<file path="config.mk">
export PLATFORM = sky130hd
export DESIGN_NAME = lcd_char_render_flat
export DESIGN_NICKNAME = d
export VERILOG_FILES = /design/src/rtl/lcd_char_render_if.sv /design/src/rtl/lcd_char_render.sv /design/src/flat_wrapper.sv
export SDC_FILE = /design/constraint.sdc
export NUM_CORES = 1
export LEC_CHECK = 0
export ABC_AREA = 1
export BUFFER_PORTS_ARGS = -buffer_cell sky130_fd_sc_hd__buf_2
export CELL_PAD_IN_SITES_DETAIL_PLACEMENT = 1
export CELL_PAD_IN_SITES_GLOBAL_PLACEMENT = 1
export CORE_UTILIZATION = 30
export CTS_BUF_LIST = sky130_fd_sc_hd__clkbuf_16
export CTS_CLUSTER_SIZE = 25
export DETAILED_ROUTE_END_ITERATION = 12
export PLACE_DENSITY = 0.65
export REMOVE_ABC_BUFFERS = 1
export SLEW_MARGIN = 20
export SYNTH_ARGS = -nofsm -noshare
export SYNTH_HDL_FRONTEND = slang
export SYNTH_SLANG_ARGS = --single-unit
export TNS_END_PERCENT = 50
</file>
<file path="constraint.sdc">
create_clock -name sys_clk -period 1.65 [get_ports sys_clk]
set_clock_uncertainty 0.2 [all_clocks]
set_input_delay 0.0825 -clock sys_clk [delete_from_list [all_inputs] [get_ports sys_clk]]
set_output_delay 0.0825 -clock sys_clk [all_outputs]
set_load 0.01 [all_outputs]
</file>
<file path="src/rtl/lcd_char_render_if.sv">
`default_nettype none
// +----------------------------------------------------------------------------+
// | lcd_char_render_if : byte-write handshake between the rasteriser and the   |
// |                      ST7735 SPI byte writer.                               |
// | Revision 1.0                                                               |
// +----------------------------------------------------------------------------+
interface lcd_char_render_if;
  logic       spi_wr_req;
  logic [7:0] spi_wr_data;
  logic       spi_dc;
  logic       spi_wr_ack;

  modport master (output spi_wr_req, output spi_wr_data, output spi_dc, input  spi_wr_ack);
  modport slave  (input  spi_wr_req, input  spi_wr_data, input  spi_dc, output spi_wr_ack);
endinterface
`default_nettype wire

</file>
<file path="src/rtl/lcd_char_render.sv">
`default_nettype none
// +----------------------------------------------------------------------------+
// | lcd_char_render : renders CHAR_TOTAL font glyphs as ST7735 window commands |
// |                   followed by RGB565 pixel bytes.                          |
// | Revision 1.0                                                               |
// +----------------------------------------------------------------------------+
module lcd_char_render #(
  parameter int CHAR_TOTAL = 68,
  parameter int X_OFFSET   = 0,
  parameter int Y_OFFSET   = 0
) (
  input  wire logic         sys_clk,
  input  wire logic         sys_rst_n,
  input  wire logic         show_char_flag,
  input  wire logic         en_size,
  input  wire logic [6:0]   ascii_num,
  input  wire logic [8:0]   start_x,
  input  wire logic [8:0]   start_y,
  input  wire logic [15:0]  background_color,
  input  wire logic [15:0]  front_color,
  output logic [10:0]       font_addr,
  input  wire logic [7:0]   font_data,
  lcd_char_render_if.master spi,
  output logic              show_char_done,
  output logic              busy
);

  localparam int            CW         = (CHAR_TOTAL > 1) ? $clog2(CHAR_TOTAL) : 1;
  localparam logic [CW-1:0] LAST_GLYPH = CW'(CHAR_TOTAL - 1);

  typedef enum logic [2:0] {
    S_IDLE, S_SETTLE, S_LATCH, S_CMD, S_FETCH, S_PIX, S_DONE
  } state_t;

  state_t        state_q, state_d;
  logic          settle_q, settle_d;
  logic [CW-1:0] glyph_q, glyph_d;
  logic          size_q, size_d;
  logic [15:0]   front_q, front_d, back_q, back_d;
  logic [15:0]   xs_q, xs_d, xe_q, xe_d, ys_q, ys_d, ye_q, ye_d;
  logic [10:0]   base_q, base_d;
  logic [3:0]    byte_idx_q, byte_idx_d;
  logic [3:0]    row_q, row_d;
  logic [2:0]    pix_q, pix_d;
  logic          half_q, half_d;
  logic          fetch_wait_q, fetch_wait_d;
  logic [7:0]    shreg_q, shreg_d;
  logic [10:0]   font_addr_q, font_addr_d;
  logic          req_q, req_d;
  logic [7:0]    data_q, data_d;
  logic          dc_q, dc_d;
  logic          done_q, done_d;
  logic          busy_q, busy_d;

  logic [6:0]    asc;
  logic [15:0]   colour;
  logic [7:0]    cmd_byte;
  logic          cmd_dc;
  logic [2:0]    pix_last;
  logic [3:0]    row_last;

  always_comb begin
    asc      = (ascii_num > 7'd94) ? 7'd0 : ascii_num;
    colour   = shreg_q[7] ? front_q : back_q;
    pix_last = size_q ? 3'd7 : 3'd5;
    row_last = size_q ? 4'd15 : 4'd11;
    cmd_dc   = !((byte_idx_q == 4'd0) || (byte_idx_q == 4'd5) || (byte_idx_q == 4'd10));
    case (byte_idx_q)
      4'd0:    cmd_byte = 8'h2A;
      4'd1:    cmd_byte = xs_q[15:8];
      4'd2:    cmd_byte = xs_q[7:0];
      4'd3:    cmd_byte = xe_q[15:8];
      4'd4:    cmd_byte = xe_q[7:0];
      4'd5:    cmd_byte = 8'h2B;
      4'd6:    cmd_byte = ys_q[15:8];
      4'd7:    cmd_byte = ys_q[7:0];
      4'd8:    cmd_byte = ye_q[15:8];
      4'd9:    cmd_byte = ye_q[7:0];
      default: cmd_byte = 8'h2C;
    endcase
  end

  always_comb begin
    state_d      = state_q;
    settle_d     = settle_q;
    glyph_d      = glyph_q;
    size_d       = size_q;
    front_d      = front_q;
    back_d       = back_q;
    xs_d         = xs_q;
    xe_d         = xe_q;
    ys_d         = ys_q;
    ye_d         = ye_q;
    base_d       = base_q;
    byte_idx_d   = byte_idx_q;
    row_d        = row_q;
    pix_d        = pix_q;
    half_d       = half_q;
    fetch_wait_d = fetch_wait_q;
    shreg_d      = shreg_q;
    font_addr_d  = font_addr_q;
    req_d        = req_q;
    data_d       = data_q;
    dc_d         = dc_q;
    done_d       = 1'b0;
    busy_d       = busy_q;

    case (state_q)
      S_IDLE: begin
        if (show_char_flag) begin
          state_d  = S_SETTLE;
          settle_d = 1'b0;
          busy_d   = 1'b1;
          glyph_d  = '0;
        end
      end
      S_SETTLE: begin
        settle_d = ~settle_q;
        if (settle_q) state_d = S_LATCH;
      end
      S_LATCH: begin
        size_d     = en_size;
        front_d    = front_color;
        back_d     = background_color;
        xs_d       = 16'(start_x) + 16'(X_OFFSET);
        xe_d       = xs_d + (en_size ? 16'd7 : 16'd5);
        ys_d       = 16'(start_y) + 16'(Y_OFFSET);
        ye_d       = ys_d + (en_size ? 16'd15 : 16'd11);
        // The 12x6 table starts after the 95 16x8 glyphs; high indices wrap in 11 bits.
        base_d     = en_size ? {asc, 4'b0000}
                             : 11'd1520 + {1'b0, asc, 3'b000} + {2'b00, asc, 2'b00};
        byte_idx_d = 4'd0;
        state_d    = S_CMD;
      end
      S_CMD: begin
        if (!req_q) begin
          req_d  = 1'b1;
          data_d = cmd_byte;
          dc_d   = cmd_dc;
        end else if (spi.spi_wr_ack) begin
          req_d = 1'b0;
          if (byte_idx_q == 4'd10) begin
            state_d      = S_FETCH;
            row_d        = 4'd0;
            font_addr_d  = base_q;
            fetch_wait_d = 1'b0;
          end else begin
            byte_idx_d = byte_idx_q + 4'd1;
          end
        end
      end
      S_FETCH: begin
        // First cycle presents the address, second sees the ROM's registered row.
        fetch_wait_d = ~fetch_wait_q;
        if (fetch_wait_q) begin
          shreg_d = font_data;
          pix_d   = 3'd0;
          half_d  = 1'b0;
          state_d = S_PIX;
        end
      end
      S_PIX: begin
        if (!req_q) begin
          req_d  = 1'b1;
          dc_d   = 1'b1;
          data_d = half_q ? colour[7:0] : colour[15:8];
        end else if (spi.spi_wr_ack) begin
          req_d  = 1'b0;
          half_d = ~half_q;
          if (half_q) begin
            if (pix_q != pix_last) begin
              pix_d   = pix_q + 3'd1;
              shreg_d = {shreg_q[6:0], 1'b0};
            end else if (row_q != row_last) begin
              row_d        = row_q + 4'd1;
              font_addr_d  = base_q + 11'(row_q) + 11'd1;
              fetch_wait_d = 1'b0;
              state_d      = S_FETCH;
            end else begin
              done_d  = 1'b1;
              state_d = S_DONE;
            end
          end
        end
      end
      S_DONE: begin
        glyph_d = glyph_q + CW'(1);
        if (glyph_q == LAST_GLYPH) begin
          state_d = S_IDLE;
          busy_d  = 1'b0;
        end else begin
          settle_d = 1'b0;
          state_d  = S_SETTLE;
        end
      end
      default: state_d = S_IDLE;
    endcase
  end

  always_ff @(posedge sys_clk or negedge sys_rst_n) begin
    if (!sys_rst_n) begin
      state_q      <= S_IDLE;
      settle_q     <= 1'b0;
      glyph_q      <= '0;
      size_q       <= 1'b0;
      front_q      <= 16'd0;
      back_q       <= 16'd0;
      xs_q         <= 16'd0;
      xe_q         <= 16'd0;
      ys_q         <= 16'd0;
      ye_q         <= 16'd0;
      base_q       <= 11'd0;
      byte_idx_q   <= 4'd0;
      row_q        <= 4'd0;
      pix_q        <= 3'd0;
      half_q       <= 1'b0;
      fetch_wait_q <= 1'b0;
      shreg_q      <= 8'd0;
      font_addr_q  <= 11'd0;
      req_q        <= 1'b0;
      data_q       <= 8'd0;
      dc_q         <= 1'b0;
      done_q       <= 1'b0;
      busy_q       <= 1'b0;
    end else begin
      state_q      <= state_d;
      settle_q     <= settle_d;
      glyph_q      <= glyph_d;
      size_q       <= size_d;
      front_q      <= front_d;
      back_q       <= back_d;
      xs_q         <= xs_d;
      xe_q         <= xe_d;
      ys_q         <= ys_d;
      ye_q         <= ye_d;
      base_q       <= base_d;
      byte_idx_q   <= byte_idx_d;
      row_q        <= row_d;
      pix_q        <= pix_d;
      half_q       <= half_d;
      fetch_wait_q <= fetch_wait_d;
      shreg_q      <= shreg_d;
      font_addr_q  <= font_addr_d;
      req_q        <= req_d;
      data_q       <= data_d;
      dc_q         <= dc_d;
      done_q       <= done_d;
      busy_q       <= busy_d;
    end
  end

  assign font_addr       = font_addr_q;
  assign spi.spi_wr_req  = req_q;
  assign spi.spi_wr_data = data_q;
  assign spi.spi_dc      = dc_q;
  assign show_char_done  = done_q;
  assign busy            = busy_q;

endmodule
`default_nettype wire

</file>
<file path="src/flat_wrapper.sv">
// flat-port wrapper written by rule: the top's interface ports become plain ports
module lcd_char_render_flat 
#(
  parameter int CHAR_TOTAL = 68,
  parameter int X_OFFSET   = 0,
  parameter int Y_OFFSET   = 0
)
  (sys_clk, sys_rst_n, show_char_flag, en_size, ascii_num, start_x, start_y, background_color, front_color, font_addr, font_data, show_char_done, busy, spi_spi_wr_req, spi_spi_wr_data, spi_spi_dc, spi_spi_wr_ack);
  lcd_char_render_if spi_i ();
  input  wire logic sys_clk;
  input  wire logic sys_rst_n;
  input  wire logic show_char_flag;
  input  wire logic en_size;
  input  wire logic [6:0] ascii_num;
  input  wire logic [8:0] start_x;
  input  wire logic [8:0] start_y;
  input  wire logic [15:0] background_color;
  input  wire logic [15:0] front_color;
  output logic [10:0] font_addr;
  input  wire logic [7:0] font_data;
  output logic show_char_done;
  output logic busy;
  output wire logic [$bits(spi_i.spi_wr_req)-1:0] spi_spi_wr_req;
  output wire logic [$bits(spi_i.spi_wr_data)-1:0] spi_spi_wr_data;
  output wire logic [$bits(spi_i.spi_dc)-1:0] spi_spi_dc;
  input wire logic [$bits(spi_i.spi_wr_ack)-1:0] spi_spi_wr_ack;
  assign spi_spi_wr_req = spi_i.spi_wr_req;
  assign spi_spi_wr_data = spi_i.spi_wr_data;
  assign spi_spi_dc = spi_i.spi_dc;
  assign spi_i.spi_wr_ack = spi_spi_wr_ack;
  lcd_char_render #(.CHAR_TOTAL(CHAR_TOTAL), .X_OFFSET(X_OFFSET), .Y_OFFSET(Y_OFFSET)) u_core (.sys_clk(sys_clk), .sys_rst_n(sys_rst_n), .show_char_flag(show_char_flag), .en_size(en_size), .ascii_num(ascii_num), .start_x(start_x), .start_y(start_y), .background_color(background_color), .front_color(front_color), .font_addr(font_addr), .font_data(font_data), .spi(spi_i), .show_char_done(show_char_done), .busy(busy));
endmodule
</file>
Word level (Yosys, flattened, before mapping):

Cells that the tools add are included.

* $mul: 0
* eq/ne operators: 36
* bitwise gates (word level): 3
* $lt $le $gt $ge: 1
* mux-type cells: 91
* reductions and logical operators: 22
* add/subtract/negate cells: 10
* shifts and indexed selects: 0
* div/mod/pow operators: 0

Operators by type and width (count)
* $mux W11: 9
* $pmux W8 S10: 1
* $mux W8: 8
* $mux W3: 17
* $mux W4: 11
* $add A9 B16 Y16: 2
* $pmux W8 S2: 2
* $mux W1: 26
* $pmux W11 S2: 1
* $pmux W3 S7: 1
* $ne A2 B1 Y1 const B: 9
* $reduce_and A9 Y1: 2
* $eq A4 B3 Y1 const B: 4
* $mux W16: 1
* $ne A2 B2 Y1 const B: 8
* $pmux W4 S2: 2
* $mux W7: 2
* $pmux W7 S2: 1
* $eq A4 B4 Y1 const B: 3
* $add A11 B1 Y11 const B: 1
* $add A11 B10 Y11 const A: 1
* $add A11 B4 Y11: 1
* $add A11 B9 Y11: 1
* $reduce_and A10 Y1: 1
* other kinds (28): 48

* bits in registers: 149
* output and inout bits: 23
* ROM bits: 0
* latch bits: 0
* RAM bits: 0
* memories: 0
* input port bits: 70

Longest topological paths before layout:

* word-level depth: 8
* gate-level depth with buffers: 16

Worst setup path after synthesis:

No wires, ideal clock.

* path type: input -> register
* start: input ascii_num[0]
* end: register u_core.base_q[8]
* arrival time: 1.870 ns
* library setup time: 0.138 ns
* cell stages on the path: 13
* path buffers: 0
* path slack: -0.558 ns
* data required time: 1.312 ns
* cells stage by stage: nand3_1 o21ai_0 nand2_1 nand2_1 ha_1 inv_1 ha_1 inv_1 fa_1 o21ai_0 xor2_1 nand2_1 o221ai_1

* word-level cells in the longest chain between the ends: 5

RTL lines
* start, declared: RTL line flat_wrapper.sv:14 `input wire logic [6:0] ascii_num;`
* $gt A7 B7 Y1: RTL line lcd_char_render.sv:63 `asc = (ascii_num > 7'd94) ? 7'd0 : ascii_num;`
* $mux W7 (*): RTL line lcd_char_render.sv:63
* $add A11 B10 Y11: RTL line lcd_char_render.sv:131 `: 11'd1520 + {1'b0, asc, 3'b000} + {2'b00, asc, 2'b00};`
* $add A11 B9 Y11: RTL line lcd_char_render.sv:131
* $mux W11 (*): RTL line lcd_char_render.sv:130 `base_d = en_size ? {asc, 4'b0000}`
* end signal, assigned: RTL line lcd_char_render.sv:236 `base_q <= base_d;`
* end, declared: RTL line lcd_char_render.sv:41 `logic [10:0] base_q, base_d;`

Mark *: on every way between the ends. The rest lies on a longest branch, timed or not.
A chain may end at the register's enable or synchronous reset.

Final worst setup path:

* start: input ascii_num[5]
* end: register u_core.base_q[8]

Same word-level chain as after synthesis.

==> flow_metrics.py <==
metrics = {
    "run_status": {
        "run_status": "finished, violations left",
        "violations": "negative setup slack",
    },
    "floorplanning": {
        "rows": 56,
        "fp.dieH_um": 158,
        "coreArea_um2": 23800,
        "ios": 93,
        "dieArea_um2": 25100,
        "die_w_um": 158,
        "start_util": 0.309,
    },
    "placed_design": {
        "portBuffers": 92,
        "place.gp.congestion": 0.790,
        "pre_cts_slack_ns": -0.913,
        "hpwl_mm": 17.2,
    },
    "cells_and_area": {
        "layout-drive-gt1-share": 0.444,
        "area_growth_pct": 70.9,
        "diodes": 0,
        "nets": 1397,
    },
    "synthesis": {
        "synthesis.area_um2": 7340,
        "synth-seq-area-share": 0.453,
        "synth_seq_cells": 133,
        "synthCells": 971,
        "avgSynthCellArea_um2": 7.56,
        "yosysTopAreaCell": "dfrtp_1",
        "synthArstFlopShare": 1.00,
        "synth_area_leaders": "dfrtp_1 (45%), nand2_1 (19%), nand3_1 (5.0%)",
        "yosysWarnings": 0,
        "synth_cell_type_count": 41,
        "yosys.area.top_type_share": 0.453,
        "synth_ff_type": "dfrtp_1",
        "synth_edf_count": 0,
    },
    "critical_path": {
        "rr_worst_depth": 11,
        "crit_top_cell": "inv_2",
        "cp-end-kind": "flip-flop",
        "crit_path_cell_trace": "buf_2 -> inv_2 -> o21ai_4 -> nand2_4 -> buf_4 -> inv_2 -> nor2_2 -> inv_1 -> ha_1 -> inv_2 -> ha_4 -> a21oi_2 -> o21ai_2 -> xor2_1 -> nand2_1 -> o221ai_1",
        "cp_max_fo": 6,
        "critPathMaxStageDelay_ns": 0.30,
        "crit_slowest_cell": "ha_1",
        "worst-path-stages": 16,
        "crit_family": "buffers and inverters",
        "r2r-end": "u_core.font_addr[10]$_DFFE_PN0P_",
        "required_ns": 1.75,
        "critPathArrivalTime_ns": 2.06,
        "crit_buf_inv": 6,
        "r2r_setup_slack_ns": -0.25,
        "path_class": "in2reg",
        "start_kind": "input port",
        "r2r-start": "u_core.state_q[1]$_DFFE_PN0P_",
    },
    "clocking": {
        "cts_max_level": 4,
        "cts_tree": "built",
        "clock_sinks": 133,
        "clkSlewWorstSetupHoldPaths_ns": 0.06,
        "clk-insertion-delay-late_ns": 0.44,
        "numCtsBuffers": 17,
        "cts_root_buffer": "clkbuf_16",
        "cts_buffer_depth": 2,
    },
    "detailed_routing": {
        "via_count": 7898,
        "dr.pass1.iters": 4,
        "antenna_left": 0,
        "wire_per_inst_um": 18.3,
        "drt_iter0_drc": 329,
        "vias_per_cell": 4.84,
        "drc": 0,
        "drt-total-wl_mm": 29.9,
    },
    "power_and_ir_drop": {
        "finalPower_mw": 19.6,
        "ir_worst_vdd_uv": 584,
        "power_density_nw_per_um2": 1560,
        "power.leakage_nw": 6.11,
    },
    "sta": {
        "setup_ws_ns": -0.312,
        "grt_setup_unrepaired": "yes",
        "setup_violations": 84,
        "worst_pin_slew_ns": 0.439,
        "slew_headroom": 0.707,
        "post-route-min-period_ns": 1.96,
        "max_freq_mhz": 510,
        "slew_violations": 0,
        "fin_crit_sh": 1.19,
        "finalHoldViolCount": 0,
    },
    "grt": {
        "grt_pass1_wl_mm": 42.0,
        "antenna_found_initial": 0,
        "grt_max_degree": 41,
        "grt_overflow": 0,
        "grt_pass1_vias": 8279,
        "grt_usage": 0.219,
    },
    "flow_run": {
        "drv_cap": 0,
    },
    "hold_path": {
        "hp-start": "ascii_num[4]",
        "hold_end": "u_core.base_q[8]$_DFFE_PN0P_",
        "hold_class": "in2reg",
        "whs_path_depth": 5,
    },
}
-- Yosys cell counts, types with 5 or more instances --
master	count
nand2_1	364
clkbuf_1	13
o21ai_1	8
buf_2	8
dfrtp_1	133
o21a_1	9
o21ai_0	58
inv_1	97
nand3_1	73
o31ai_1	7
o211ai_1	9
buf_4	6
nand2_2	8
xor2_1	11
a21oi_1	21
nor2_1	53
ha_1	23
nor3_1	8
nor2_2	6
nand4_1	8
inv_2	5
-- registers in the layout (all words and copies together), names as in the netlist --
register,flops
u_core.back_q,16
u_core.base_q,9
u_core.busy,1
u_core.byte_idx_q,4
u_core.fetch_wait_q,1
u_core.font_addr,11
u_core.front_q,16
u_core.glyph_q,7
u_core.half_q,1
u_core.pix_q,3
u_core.row_q,2
u_core.settle_q,1
u_core.show_char_done,1
u_core.shreg_q,8
u_core.size_q,1
u_core.spi.spi_dc,1
u_core.spi.spi_wr_data,8
u_core.spi.spi_wr_req,1
u_core.state_q,3
u_core.xe_q,10
u_core.xs_q,9
u_core.ye_q,10
u_core.ys_q,9
-- through the flow --
step	area, µm²	hold slack, ns	cells	TNS, ns	utilization
global placement	9160	-0.160	1486	-11.78	0.386
detailed placement	9160	-0.161	1486	-15.08	0.386
CTS	11200	0.00490	1600	-4.03	0.471
global route	12500	0.0278	1633	-18.13	0.528
finish	12500	0.00961	1633	-9.33	0.528
floorplan	7160	-0.413	938	-135.72	-
-- report_power, final --
part	switching, mW	leakage [nW]	total (mW)	internal, mW
Combinational	5.51	4.20	10.2	4.70
Sequential	1.12	1.65	5.80	4.68
Clock	1.55	0.260	3.59	2.05
Total	8.17	6.11	19.6	11.4
-- per-layer routing --
metal  routed length [µm]  vias up  part of all wire  GRT usage
met2                16100      143              0.54      0.393
met1                12100     3923              0.40      0.263
met4                  898        0             0.030     0.0774
li1                     -     3772                 -          -
met3                  814       60             0.027     0.0365
met5                    0        -                 0          0
-- worst register-to-register path, stage by stage, from the launching register on --
cell and delay, ns:
dfrtp_1 0.40, buf_4 0.15, nand2_4 0.05, nor2_4 0.20, inv_2 0.09, nand2_4 0.09
nand2_4 0.06, nor2_4 0.14, nand3_4 0.13, clkbuf_16 0.19, nand2_2 0.06, o21ai_2 0.04
-- cells by family (layout without fill, tap and decap cells) --
logic type,Yosys count,count (layout),share of synthesized area
AO/OA/AOI/OAI,128,128,0.102
AND/OR/NAND/NOR,531,531,0.301
XOR/XNOR,15,15,0.0179
buffers and inverters,137,480,0.0782
flip-flops,133,133,0.453
adder cells (fa/ha/maj),25,25,0.0446
multiplexers,2,2,0.00290
-- what timing repair did --
item | 4_1_cts | 5_1_grt
resized for setup | 191 | 281
endpoints found under the setup margin | 106 | 114
pin swaps | 49 | 88
endpoints found under the hold margin | 219 | 0
cloned | 2 | 5
setup buffers | 17 | 31
hold buffers | 65 | 0
-- cell usage in the layout (no fill, tap or decap), drive strengths merged, types with 2 or more instances in the layout --
cell           n
o221ai         4
o31ai          7
dlygate4sd3   65
o21ai         70
xor2          11
clkinvlp       5
buf          273
ha            23
inv          107
or2            4
nor2          61
clkinv         7
nand2        372
o211ai         9
a21oi         21
o21a           9
o21bai         2
clkbuf        22
nand3         76
o22ai          4
xnor2          4
fa             2
dfrtp        133
nand4          8
nor3           9
-- worst max-delay path by stage --
| stage | endpoint | slack (ns) | startpoint |
|---|---|---|---|
| after floorplan | u_core.base_q[8]$_DFFE_PN0P_ | -2.01 | u_core.state_q[0]$_DFFE_PN0P_ |
| after global placement | u_core.base_q[8]$_DFFE_PN0P_ | -0.82 | ascii_num[0] |
| after global routing | u_core.base_q[8]$_DFFE_PN0P_ | -0.39 | ascii_num[5] |
| final | u_core.base_q[8]$_DFFE_PN0P_ | -0.31 | ascii_num[5] |
| after CTS | u_core.spi.spi_wr_data[3]$_DFFE_PN0P_ | -0.15 | u_core.byte_idx_q[0]$_DFFE_PN0P_ |
| after detailed placement | u_core.base_q[8]$_DFFE_PN0P_ | -0.91 | ascii_num[2] |
-- area by class of cell --
class | count | area [µm²]
Fill cell | 2733 | 11200
Multi-Input combinational cell | 701 | 4760
Timing Repair Buffer | 343 | 3030
Tap cell | 319 | 399
Sequential cell | 133 | 3340
Clock inverter | 14 | 116
Clock buffer | 17 | 425
Inverter | 104 | 455
Timing Repair inverter | 2 | 20.0
No activity file was read; power rests on OpenSTA's default activity.
